==> config.mk <==
export PLATFORM = sky130hd
export DESIGN_NAME = register_file_16x16
export DESIGN_NICKNAME = d
export VERILOG_FILES = /design/src/rtl/cpu_pkg.sv /design/src/rtl/regfile_read_port.sv /design/src/rtl/register_file_16x16.sv
export SDC_FILE = /design/constraint.sdc
export NUM_CORES = 1
export LEC_CHECK = 0
export ABC_CLOCK_PERIOD_IN_PS = 23600
export CAP_MARGIN = 20
export CELL_PAD_IN_SITES_DETAIL_PLACEMENT = 1
export CELL_PAD_IN_SITES_GLOBAL_PLACEMENT = 2
export CORE_ASPECT_RATIO = 1.25
export CORE_MARGIN = 1
export CORE_UTILIZATION = 48
export DETAILED_ROUTE_END_ITERATION = 7
export MAX_ROUTING_LAYER = met4
export PLACE_DENSITY_LB_ADDON = 0.08
export SLEW_MARGIN = 20
export SYNTH_ARGS = -nofsm -noshare
export SYNTH_HDL_FRONTEND = slang
export SYNTH_SLANG_ARGS = --single-unit
==> constraint.sdc <==
create_clock -name Clk -period 23.6 [get_ports Clk]
set_input_delay 5.9 -clock Clk [delete_from_list [all_inputs] [get_ports Clk]]
set_output_delay 5.9 -clock Clk [all_outputs]
set_load 0.02 [all_outputs]
==> src/rtl/cpu_pkg.sv <==
// Shared widths and types for the 16-bit processor datapath.
// Register index and word types used by the register file.
package cpu_pkg;

  localparam int DATA_W   = 16;
  localparam int ADDR_W   = 4;
  localparam int NUM_REGS = 1 << ADDR_W;

  typedef logic [ADDR_W-1:0] reg_idx_t;
  typedef logic [DATA_W-1:0] word_t;

  localparam reg_idx_t ZERO_REG = 4'd0;

endpackage

==> src/rtl/regfile_read_port.sv <==
// One asynchronous register-file read port.
// R0 reads zero; a same-cycle write to the read index bypasses storage.
module regfile_read_port
  import cpu_pkg::*;
(
  input  logic     rst,
  input  logic     wr_en,
  input  reg_idx_t wr_addr,
  input  word_t    wr_data,
  input  reg_idx_t rd_addr,
  input  word_t    regs [NUM_REGS],
  output word_t    rd_data
);

  logic is_zero;
  logic hit;

  assign is_zero = (rd_addr == ZERO_REG);
  assign hit     = wr_en && !rst
                && (wr_addr == rd_addr)
                && (wr_addr != ZERO_REG);

  // Select zero, bypassed write data, or stored word
  always_comb begin
    rd_data = '0;
    unique case (1'b1)
      is_zero: rd_data = '0;
      hit:     rd_data = wr_data;
      default: rd_data = regs[rd_addr];
    endcase
  end

endmodule

==> src/rtl/register_file_16x16.sv <==
// 16 x 16-bit register file: two async reads, one sync write,
// hardwired-zero R0, write-through bypass and a write-ack pulse.
module register_file_16x16
  import cpu_pkg::*;
(
  input  logic              Clk,
  input  logic              Reset,
  input  logic              WrEn,
  input  logic [ADDR_W-1:0] WrAddr,
  input  logic [DATA_W-1:0] WrData,
  input  logic [ADDR_W-1:0] RdAddrA,
  input  logic [ADDR_W-1:0] RdAddrB,
  output logic [DATA_W-1:0] RdDataA,
  output logic [DATA_W-1:0] RdDataB,
  output logic              WrAck
);

  word_t regs [NUM_REGS];
  logic  wr_acc;

  assign wr_acc = WrEn && (WrAddr != ZERO_REG);

  // Store accepted writes; entry 0 is never written and stays zero
  always_ff @(posedge Clk or posedge Reset) begin
    if (Reset) begin
      for (int i = 0; i < NUM_REGS; i++)
        regs[i] <= '0;
    end else if (wr_acc) begin
      regs[WrAddr] <= WrData;
    end
  end

  // One-cycle acknowledge after each accepted write
  always_ff @(posedge Clk or posedge Reset) begin
    if (Reset)
      WrAck <= 1'b0;
    else
      WrAck <= wr_acc;
  end

  regfile_read_port u_port_a (
    .rst     (Reset),
    .wr_en   (WrEn),
    .wr_addr (WrAddr),
    .wr_data (WrData),
    .rd_addr (RdAddrA),
    .regs    (regs),
    .rd_data (RdDataA)
  );

  regfile_read_port u_port_b (
    .rst     (Reset),
    .wr_en   (WrEn),
    .wr_addr (WrAddr),
    .wr_data (WrData),
    .rd_addr (RdAddrB),
    .regs    (regs),
    .rd_data (RdDataB)
  );

  a_wraddr_known: assert property (
    @(posedge Clk) disable iff (Reset)
    WrEn |-> !$isunknown(WrAddr)
  ) else $error("WrAddr unknown while WrEn=1");

endmodule
# Yosys cells after proc, flatten, opt, wreduce, memory -nomap -nowiden
# Index checks and enable logic that the tools add are counted.
[op_classes]
n_lt_le_gt_ge = 4
n_eq_ne = 2
n_mux = 11
bitwise = 3
n_reduce_logical = 11
[ops]
columns = ["cell", "n"]
rows = [
  ["256-bit bitwise mux", 1],
  ["16-bit binary-select mux with 4-bit select", 2],
  ["16-bit two-way mux", 5],
  ["16-bit demux with 4-bit select", 1],
  ["16-bit case mux with 2 select lines", 2],
  ["5-bit greater-or-equal comparator (second input constant)", 3],
  ["4-bit NOT with 5-bit output", 3],
  ["4-bit equality test", 2],
  ["4-bit logical NOT", 2],
  ["1-bit logical AND", 7],
  ["5-bit by 1-bit less-than comparator with 1-bit output (second input constant)", 1],
  ["4-bit nonzero test", 1],
  ["1-bit logical NOT", 1],
]
[word_totals]
reg_bits = 257
input_bits = 31
out_inout_bits = 33
word_cells = 48

# Depth between registers and ports, before layout
# Gate-level depths: netlist of run 1.
[logic_depth]
word_depth = 6
ltp_mapped = 7
depth_no_buf = 4

# By module
# A second synthesis of run 1 with hierarchy kept.
[unflattened]
cells_unflattened = 910
hier_area_um2 = 14106.0
[modules_own_cells]
columns = ["module", "instances", "cells_each", "area_per_inst_um2", "seq_area_each_um2"]
rows = [
  ["register_file_16x16", 1, 574, 9549.2, 6431.2],
  ["regfile_read_port", 2, 168, 2278.4, 0.0],
]

# Worst setup path before layout of run 1
# No wires, ideal clock.
[synth_path]
path_kind = "input to output"
from = "input RdAddrB[0]"
to = "output RdDataB[13]"
t_arrival_ns = 7.438
t_required_ns = 17.700
path_slack_ns = 10.262
cell_stages = 6
n_path_buf = 2
path_cell_list = "buf_2 buf_2 mux4_2 a22oi_1 nand2_1 a22o_1"
[synth_between]
elab_chain_len = 5
elab_cells_between_ends = 9
cone_classes = "eq/ne: 1; mux: 4; bitwise: 1; reduce/logical: 3"
[synth_rtl]
columns = ["item", "line_no", "source"]
rows = [
  ["start, declared", "register_file_16x16.sv:12", "input logic [ADDR_W-1:0] RdAddrB,"],
  ["4-bit NOT with 5-bit output (not written as such)", "regfile_read_port.sv:29", "default: rd_data = regs[rd_addr];"],
  ["16-bit binary-select mux with 4-bit select", "regfile_read_port.sv:29", ""],
  ["16-bit two-way mux (not written as such) (2 in a row)", "regfile_read_port.sv:29", ""],
  ["16-bit case mux with 2 select lines (*)", "regfile_read_port.sv:26", "unique case (1'b1)"],
  ["end, declared", "register_file_16x16.sv:14", "output logic [DATA_W-1:0] RdDataB,"],
]
# Mark *: on every way between the ends. The rest lies on a longest branch, timed or not. The select of a mux whose other input is x is not followed.

# Final worst setup path of run 1
[layout_path]
from = "input RdAddrA[0]"
to = "output RdDataA[7]"
[layout_between]
elab_chain_len = 5
elab_cells_between_ends = 9
cone_classes = "eq/ne: 1; mux: 4; bitwise: 1; reduce/logical: 3"
[layout_rtl]
columns = ["item", "line_no", "source"]
rows = [
  ["start, declared", "register_file_16x16.sv:11", "input logic [ADDR_W-1:0] RdAddrA,"],
  ["4-bit NOT with 5-bit output (not written as such)", "regfile_read_port.sv:29", ""],
  ["16-bit binary-select mux with 4-bit select", "regfile_read_port.sv:29", ""],
  ["16-bit two-way mux (not written as such) (2 in a row)", "regfile_read_port.sv:29", ""],
  ["16-bit case mux with 2 select lines (*)", "regfile_read_port.sv:26", ""],
  ["end, declared", "register_file_16x16.sv:13", "output logic [DATA_W-1:0] RdDataA,"],
]
# Marks and branches as above.

==> qor.yml, run 1 <==
floorplanning:
  io_pins: 64
  initial_core_util_pct: 49.2
  die_y_um: 191
  rows: 68
  die_w_um: 153
  core_mm2: 0.0278
  die_area_mm2: 0.0292
critical_path:
  cp.required_ns: 17.70
  cp-start-kind: "primary input"
  critPathCaptureType: "primary output"
  crit_buf_inv: 3
  r2r_end: "regs[118]"
  r2r_slack_ns: 22.76
  cp_slowest_cell: "buf_4"
  crit_top_cell: "buf_4"
  cpLargestDelayFamily: "buffers and inverters"
  r2r-start: "regs[118]"
  r2r_cells: 1
  cp_data_arrival_time_ns: 9.29
  crit_fanout: 42
  slowest_delay_ns: 0.78
  crit_type: "primary input to primary output"
  crit_chain: "buf_4 > buf_4 > xor2_1 > nor4_1 > and2_1 > a22o_1 > clkdlybuf4s50_1"
synthesis:
  synth_area_leaders: "dfrtp_1 47%, mux4_2 21%, mux2_2 18%"
  ys_warn_count: 0
  syn-num-nets: 939
  synth_async_sr_flop_share_pct: 100
  synth-edff-count: 0
  synth.ff_latch_count: 257
  ys_types: 30
  yosysSeqAreaShare_pct: 47.0
  synth_top_cell_area_share_pct: 47.0
  synth_top_area_cell: "dfrtp_1"
  syn_area_mm2: 0.0137
  syn_inst: 908
  synth.avg_cell_area_um2: 15.1
  synth-main-ff-cell: "dfrtp_1"
power_and_ir_drop:
  fin_total_pwr_w: 0.00140
  ir_drop_mv: 0.0683
  power.density_mw_per_mm2: 90.7
  power_leakage_nw: 6.38
cts:
  cts_tree: "yes"
  numCtsBuffers: 29
  clock_latency_ns: 0.56
  ctsHoldBuffers: 0
  cts_setup_buffers: 0
  clock-sinks: 257
  cts_root_buffer: "clkbuf_16"
  post_cts_resized: 0
  clk_path_buf_depth: 3
  ctsHtreeMaxLevel: 1
  clk_pin_slew_ns: 0.06
sta:
  finalHoldViolCount: 0
  maxSlewHeadroom_pct: 16.7
  fin_setup_tns_ns: 0
  rsz0062_at_grt: "false"
  setup_viol: 0
  tightestPinTransition_ns: 1.25
  slew_violations: 0
  fin_crit_sh_pct: 64.4
  max_clock_freq_mhz: 65.8
  period_needed_ns: 15.19
  clock_skew_ns: 0
placed_design:
  placed_cells: 1240
  placed_area_mm2: 0.0145
  dp.final_hpwl_um: 25100
  portBuffers: 63
  place_congestion: 0.817
route:
  drc: 0
  drt-total-wl_um: 42300
  ant_nets: 0
  dr_total_vias: 8826
  routed_via_density: 6.84
  wl_per_cell_um: 32.8
  first_pass_iters: 4
  detail_route.iter0.violations: 589
flow_run:
  drv_cap: 0
global_routing:
  grt_max_degree: 108
  grt_antenna_before_repair: 0
  grt_pass1_wl_um: 65000
  grtUsageTotal_pct: 31.5
  first_global_vias: 9882
  overflow: 0
hold_path:
  hold_path_end: "regs[241]"
  hold_path.class: "flip-flop to flip-flop"
  worstHoldStart: "regs[241]"
  holdPathStages: 0
final_layout:
  drive_gt1_share_pct: 47.4
  layout_commonest_cell: "dfrtp_1"
  layout_common_cells: "257 x dfrtp_1, 220 x mux2_2, 128 x mux4_2"
  antenna_cells: 0
  final_area_mm2: 0.0155
  fin_nets: 952
  final_cells: 1291
  area_growth_pct: 13.1
outcome:
  outcome: "completed"
per-layer routing:
metal  routed length (um)  track usage (%)
met1                17500             40.4
met2                21200             51.4
met3                 2260             4.48
met4                 1350             11.1
met5                    0                -
through the flow:
stage	setup WS, ns	util [%]	hold WS, ns
after floorplan	10.26	-	0.441
after global placement	8.55	52.2	0.377
after detailed placement	8.36	52.2	0.384
after CTS	8.36	55.6	0.397
after global routing	8.15	55.6	0.407
final	8.41	55.6	0.398
cells by family (layout without fill, tap and decap cells):
group / count (synthesis) / after routing / synth area share, %
muxes: 368 / 368 / 40.8
DFF: 257 / 257 / 47.0
buffers and inverters: 104 / 137 / 3.39
AOI/OAI and AO/OA: 98 / 98 / 5.68
and+or+nand+nor: 73 / 73 / 2.65
xor gates and xnor gates: 8 / 8 / 0.512
report_power, final:
part	switching (W)	leakage [nW]	internal, W	total [W]
Combinational	0.000138	2.73	0.000202	0.000340
Clock	0.000186	0.470	0.000262	0.000449
Sequential	0.0000774	3.18	0.000537	0.000615
worst max-delay path by stage:
| stage | start | end | slack, ns | depth (start not counted) |
|---|---|---|---|---|
| finish | RdAddrA[0] | RdDataA[7] | 8.41 | 7 |
| global route | RdAddrA[0] | RdDataA[7] | 8.15 | 7 |
| CTS | RdAddrA[0] | RdDataA[13] | 8.36 | 7 |
| detailed placement | RdAddrA[0] | RdDataA[13] | 8.36 | 7 |
| global placement | RdAddrA[0] | RdDataA[7] | 8.55 | 7 |
| floorplan | RdAddrB[0] | RdDataB[13] | 10.26 | 6 |
state kept, by name, indices dropped and copies added, names as in the netlist:
name / count
WrAck: 1
regs: 256
synth_stat cells (2+ instances only):
library cell / n
buf_2: 41
or3_1: 3
nor2_1: 12
mux2_2: 220
mux4_2: 128
nand3b_1: 3
mux2_1: 20
and2_1: 3
buf_1: 3
buf_4: 4
nor2b_1: 6
xnor2_1: 2
nand2b_1: 4
nand2_1: 34
dfrtp_1: 257
a22oi_1: 64
nor4_1: 2
clkbuf_1: 54
xor2_1: 6
a22o_1: 32
layout make-up:
class | count | area (um^2)
Inverter | 1 | 11.3
Clock buffer | 36 | 802
Sequential cell | 257 | 6430
Tap cell | 350 | 438
Fill cell | 2551 | 12300
Clock inverter | 15 | 144
Multi-Input combinational cell | 547 | 6860
Timing Repair Buffer | 85 | 790
(Power assumes the default switching activity.)
==> run 2, diff against run 1 <==
--- a/config.mk
+++ b/config.mk
@@ -5,13 +5,13 @@
 export SDC_FILE = /design/constraint.sdc
 export NUM_CORES = 1
 export LEC_CHECK = 0
-export ABC_CLOCK_PERIOD_IN_PS = 23600
+export ABC_CLOCK_PERIOD_IN_PS = 13100
 export CAP_MARGIN = 20
 export CELL_PAD_IN_SITES_DETAIL_PLACEMENT = 1
 export CELL_PAD_IN_SITES_GLOBAL_PLACEMENT = 2
 export CORE_ASPECT_RATIO = 1.25
 export CORE_MARGIN = 1
-export CORE_UTILIZATION = 48
+export CORE_UTILIZATION = 41
 export DETAILED_ROUTE_END_ITERATION = 7
 export MAX_ROUTING_LAYER = met4
 export PLACE_DENSITY_LB_ADDON = 0.08
==> constraint.sdc (replaced) <==
create_clock -name Clk -period 13.1 [get_ports Clk]
set_input_delay 3.275 -clock Clk [delete_from_list [all_inputs] [get_ports Clk]]
set_output_delay 3.275 -clock Clk [all_outputs]
set_load 0.02 [all_outputs]
==> qor.yml, run 2 (same netlist as run 1, synthesis figures left out) <==
critical_path:
  crit_fanout: 12  # was 42
  r2r-start: "regs[97]"  # was regs[118]
  r2r_end: "regs[97]"  # was regs[118]
  cp_data_arrival_time_ns: 6.42  # was 9.29 ns
  crit_type: "primary input to primary output"  # unchanged
  critPathCapture: "RdDataA[8]"  # was RdDataA[7]
  cp.required_ns: 9.82  # was 17.70 ns
  cp-start-kind: "primary input"  # unchanged
  crit_start: "WrAddr[2]"  # was RdAddrA[0]
  r2r_cells: 1  # unchanged
  critPathCaptureType: "primary output"  # unchanged
  r2r_slack_ns: 12.25  # was 22.76 ns
final_layout:
  drive_gt1_share_pct: 47.4  # about the same
  antenna_cells: 0  # unchanged
  largest_reg_flops: 256  # unchanged
  area_growth_pct: 13.7  # was 13.1%
  layout_commonest_cell: "dfrtp_1"  # unchanged
  fin_nets: 955  # was 952
  regMostFlops: "regs"  # unchanged
  layout_common_cells: "257 x dfrtp_1, 220 x mux2_2, 128 x mux4_2"  # unchanged
  reg_top3: "regs (256), WrAck (1)"  # unchanged
sta:
  max_clock_freq_mhz: 103
  clock_skew_ns: 0  # unchanged
  period_needed_ns: 9.69
  hold_ws_ns: 0.392  # was 0.398 ns
  finalHoldViolCount: 0  # unchanged
  fin_setup_tns_ns: 0  # unchanged
  setup_viol: 0  # unchanged
  fin_crit_sh_pct: 74.0
  tightestPinTransition_ns: 1.00  # was 1.25 ns
  slew_violations: 0  # unchanged
  maxSlewHeadroom_pct: 33.0  # was 16.7%
  rsz0062_at_grt: "false"  # unchanged
floorplanning:
  die_y_um: 206  # was 191 um
  die_area_mm2: 0.0341  # was 0.0292 mm^2
  initial_core_util_pct: 41.8  # was 49.2%
  core_mm2: 0.0328  # was 0.0278 mm^2
  die_w_um: 165  # was 153 um
  rows: 74  # was 68
  io_pins: 64  # unchanged
cts:
  cts_setup_buffers: 0  # unchanged
  clock_latency_ns: 0.55  # was 0.56 ns
  numCtsBuffers: 29  # unchanged
  clk_pin_slew_ns: 0.06  # about the same
  ctsHoldBuffers: 0  # unchanged
  cts_root_buffer: "clkbuf_16"  # unchanged
  ctsHtreeMaxLevel: 1  # unchanged
  clk_path_buf_depth: 3  # unchanged
  post_cts_resized: 0  # unchanged
  clock-sinks: 257  # unchanged
  cts_tree: "yes"  # unchanged
global_routing:
  first_global_vias: 9877  # was 9882
  grtUsageTotal_pct: 28.0  # was 31.5%
  grt_pass1_wl_um: 66500  # was 65000 um
  grt_antenna_before_repair: 0  # unchanged
  overflow: 0  # unchanged
  grt_max_degree: 106  # was 108
power_and_ir_drop:
  power_leakage_nw: 6.38  # about the same
  ir_drop_mv: 0.0968  # was 0.0683 mV
  power.density_mw_per_mm2: 160  # was 90.7 mW/mm^2
route:
  dr_total_vias: 8933  # was 8826
  detail_route.iter0.violations: 714  # was 589
  drt-total-wl_um: 44000  # was 42300 um
  wl_per_cell_um: 32.3  # was 32.8 um
  routed_via_density: 6.55  # was 6.84
  ant_nets: 0  # unchanged
  first_pass_iters: 7  # was 4
  drc: 18  # was 0
outcome:
  failed_checks: "DRC"
  outcome: "finished, violations left"  # was completed
placed_design:
  place_congestion: 0.783  # was 0.817
  portBuffers: 63  # unchanged
  dp.final_hpwl_um: 25700  # was 25100 um
hold_path:
  hold_path.class: "flip-flop to flip-flop"  # unchanged
flow_run:
  drv_cap: 0  # unchanged
## run 2: power by group
part	switching, W	leakage, nW	internal [W]
Sequential	0.000139	3.18	0.000968
Clock	0.000337	0.450	0.000439
Combinational	0.000246	2.76	0.000365
Total	0.000722	6.38	0.00177
## run 2: layer usage
metal	vias to the layer above	global-route usage [%]	part of all wire (%)
li1	3547	-	-
met1	4942	37.2	42
met2	342	43.7	48
met3	102	3.41	5.5
met4	0	11.1	3.9
met5	-	-	0
## run 2: worst min-delay path by stage
stage                     startpoint  depth (start not counted)  slack, ns        end
after floorplan            regs[240]                          1       0.44  regs[240]
after global placement     regs[243]                          0       0.38  regs[243]
after detailed placement   regs[251]                          0       0.38  regs[251]
after CTS                  regs[251]                          0       0.40  regs[251]
after global routing       regs[242]                          0       0.41  regs[242]
final                      regs[251]                          0       0.39  regs[251]
## run 2: metrics by stage
step	worst slack [ns]	area [um^2]	total power (W)	instances	util, %
final	3.41	15600	0.00249	1363	47.5
after global routing	3.27	15600	0.00261	1363	47.5
after CTS	3.04	15500	0.00251	1362	47.4
after detailed placement	3.06	14600	0.00173	1310	44.7
after global placement	3.24	14600	0.00169	1310	44.6
after floorplan	2.75	13700	0.00152	908	-
## run 2: final cells by class
cell class | instances | area, um^2
Inverter | 1 | 11.3
Multi-Input combinational cell | 547 | 6870
Fill cell | 3185 | 17200
Clock inverter | 12 | 70.1
Sequential cell | 257 | 6430
Clock buffer | 40 | 827
Timing Repair Buffer | 88 | 828
Tap cell | 418 | 523
## run 2: critical path, stage by stage
cell and delay (ns):
clkdlybuf4s50_1 0.73, nor4_2 0.12, nor4_1 0.55, and2_1 0.57
buf_16 0.23, a22o_1 0.26, clkdlybuf4s50_1 0.65
==> run 3, diff against run 2 <==
--- a/config.mk
+++ b/config.mk
@@ -5,13 +5,13 @@
 export SDC_FILE = /design/constraint.sdc
 export NUM_CORES = 1
 export LEC_CHECK = 0
-export ABC_CLOCK_PERIOD_IN_PS = 13100
+export ABC_CLOCK_PERIOD_IN_PS = 10200
 export CAP_MARGIN = 20
 export CELL_PAD_IN_SITES_DETAIL_PLACEMENT = 1
 export CELL_PAD_IN_SITES_GLOBAL_PLACEMENT = 2
 export CORE_ASPECT_RATIO = 1.25
 export CORE_MARGIN = 1
-export CORE_UTILIZATION = 41
+export CORE_UTILIZATION = 45
 export DETAILED_ROUTE_END_ITERATION = 7
 export MAX_ROUTING_LAYER = met4
 export PLACE_DENSITY_LB_ADDON = 0.08
==> constraint.sdc (replaced) <==
create_clock -name Clk -period 10.2 [get_ports Clk]
set_input_delay 2.55 -clock Clk [delete_from_list [all_inputs] [get_ports Clk]]
set_output_delay 2.55 -clock Clk [all_outputs]
set_load 0.02 [all_outputs]
==> qor.yml, run 3 (same netlist as run 1, synthesis figures left out) <==
floorplanning:
  die_y_um: 197  # was 206 um
  die_w_um: 158  # was 165 um
  initial_core_util_pct: 45.6  # was 41.8%
  die_area_mm2: 0.0311  # was 0.0341 mm^2
  core_mm2: 0.0300  # was 0.0328 mm^2
  rows: 71  # was 74
  io_pins: 64  # unchanged
critical_path:
  cp_data_arrival_time_ns: 5.51  # was 6.42 ns
  crit_fanout: 16  # was 12
  crit_chain: "clkdlybuf4s50_1 > nor4_2 > nor4_1 > and2_1 > a22o_1 > clkdlybuf4s50_1"  # was clkdlybuf4s50_1 > nor4_2 > nor4_1 > and2_1 > buf_16 > a22o_1 > clkdlybuf4s50_1
  slowest_delay_ns: 0.74  # was 0.73 ns
  r2r_slack_ns: 9.36  # was 12.25 ns
  crit_type: "primary input to primary output"  # unchanged
  path_depth: 6  # was 7
  cp-start-kind: "primary input"  # unchanged
  crit_buf_inv: 2  # was 3
  crit_top_cell: "clkdlybuf4s50_1"  # unchanged
  r2r_end: "regs[102]"  # was regs[97]
  cp.required_ns: 7.65  # was 9.82 ns
  cpLargestDelayFamily: "buffers and inverters"  # unchanged
  r2r_cells: 1  # unchanged
  r2r-start: "regs[102]"  # was regs[97]
  cp_slowest_cell: "and2_1"  # was clkdlybuf4s50_1
  critPathCaptureType: "primary output"  # unchanged
global_routing:
  first_global_vias: 9889  # was 9877
  grt_max_degree: 109  # was 106
  grtUsageTotal_pct: 30.2  # was 28.0%
  grt_antenna_before_repair: 0  # unchanged
  overflow: 0  # unchanged
  grt_pass1_wl_um: 65700  # was 66500 um
hold_path:
  holdPathStages: 0  # unchanged
  hold_path_end: "regs[255]"  # was regs[251]
  worstHoldStart: "regs[255]"  # was regs[251]
  hold_path.class: "flip-flop to flip-flop"  # unchanged
sta:
  maxSlewHeadroom_pct: 34.7  # was 33.0%
  clock_skew_ns: 0  # unchanged
  max_clock_freq_mhz: 124
  fin_setup_tns_ns: 0  # unchanged
  tightestPinTransition_ns: 0.979  # was 1.00 ns
  slew_violations: 0  # unchanged
  fin_ws_ns: 2.14  # was 3.41 ns
  period_needed_ns: 8.06
  rsz0062_at_grt: "false"  # unchanged
  finalHoldViolCount: 0  # unchanged
  setup_viol: 0  # unchanged
  fin_crit_sh_pct: 79.0
final_layout:
  regMostFlops: "regs"  # unchanged
  fin_nets: 958  # was 955
  drive_gt1_share_pct: 47.0  # was 47.4%
  layout_common_cells: "257 x dfrtp_1, 220 x mux2_2, 128 x mux4_2"  # unchanged
  layout_commonest_cell: "dfrtp_1"  # unchanged
  reg_top3: "regs (256), WrAck (1)"  # unchanged
  largest_reg_flops: 256  # unchanged
  antenna_cells: 0  # unchanged
  num-fill-cells: 2871  # was 3185
  area_growth_pct: 14.2  # was 13.7%
route:
  first_pass_iters: 4  # was 7
  ant_nets: 0  # unchanged
  routed_via_density: 6.58  # was 6.55
  wl_per_cell_um: 32.1  # was 32.3 um
  dr_total_vias: 8880  # was 8933
  detail_route.iter0.violations: 562  # was 714
  drc: 0  # was 18
  drt-total-wl_um: 43300  # was 44000 um
cts:
  clock_latency_ns: 0.56  # was 0.55 ns
  cts_tree: "yes"  # unchanged
  numCtsBuffers: 29  # unchanged
  post_cts_resized: 0  # unchanged
  ctsHoldBuffers: 0  # unchanged
  clk_path_buf_depth: 3  # unchanged
  ctsHtreeMaxLevel: 1  # unchanged
  cts_setup_buffers: 0  # unchanged
  clk_pin_slew_ns: 0.06  # about the same
  cts_root_buffer: "clkbuf_16"  # unchanged
  clock-sinks: 257  # unchanged
placed_design:
  place_ws_ns: 2.23  # was 3.06 ns
  place_congestion: 0.786  # was 0.783
  portBuffers: 63  # unchanged
  dp.final_hpwl_um: 26100  # was 25700 um
flow_run:
  drv_cap: 0  # unchanged
power_and_ir_drop:
  power.density_mw_per_mm2: 212  # was 160 mW/mm^2
  power_leakage_nw: 6.44  # was 6.38 nW
  fin_total_pwr_w: 0.00331  # was 0.00249 W
  ir_drop_mv: 0.150  # was 0.0968 mV
outcome:
  outcome: "completed"  # was finished, violations left
run 3: changes by cell type in the layout (fill, tap and decap cells not counted), sizes merged:
| cell | previous run | this run |
|---|---|---|
| bufinv | 0 | 3 |
| clkinv | 10 | 6 |
| inv | 2 | 1 |
| buf | 29 | 32 |
| clkbuf | 40 | 44 |
| clkinvlp | 1 | 0 |
run 3: final cells by class:
cell class | count | area, um^2 | share of cell area, %
multi-input cells | 547 | 6850 | 43.8
flip-flops and latches | 257 | 6430 | 41.1
clock buffers | 44 | 882 | 5.64
repair buffers | 91 | 832 | 5.32
well taps | 401 | 502 | 3.21
clock inverters | 9 | 120 | 0.768
inverters | 1 | 11.3 | 0.0720
run 3: report_power, final:
group / leakage (nW) / switching [W] / internal [W]
clock: 0.501 / 0.000431 / 0.000667
combinational: 2.76 / 0.000325 / 0.000469
sequential: 3.18 / 0.000180 / 0.00124
total: 6.44 / 0.000936 / 0.00238
run 3: metal layers:
layer | track usage, % | up-vias | routed length (um)
met1 | 40.0 | 4874 | 18100
met5 | - | - | 0
met3 | 5.53 | 108 | 2680
met4 | 11.9 | 0 | 1690
met2 | 46.3 | 334 | 20900
li1 | - | 3564 | -
run 3: worst max path at each step:
stage / from / slack (ns) / to
after floorplan: Reset / 0.58 / WrAck
after global placement: RdAddrA[1] / 2.27 / RdDataA[2]
after detailed placement: WrAddr[1] / 2.23 / RdDataA[9]
after CTS: WrAddr[2] / 2.22 / RdDataA[9]
after global routing: WrAddr[2] / 2.04 / RdDataA[9]
final: WrAddr[2] / 2.14 / RdDataA[9]
run 3: per-stage QoR:
stage / area (um^2) / util [%] / instances / hold slack, ns
4_1_cts: 15600 / 52.0 / 1350 / 0.400
3_3_place_gp: 14600 / 48.7 / 1297 / 0.380
3_5_place_dp: 14600 / 48.7 / 1297 / 0.387
5_1_grt: 15600 / 52.1 / 1350 / 0.415
6_report: 15600 / 52.1 / 1350 / 0.400
2_1_floorplan: 13700 / - / 908 / 0.441
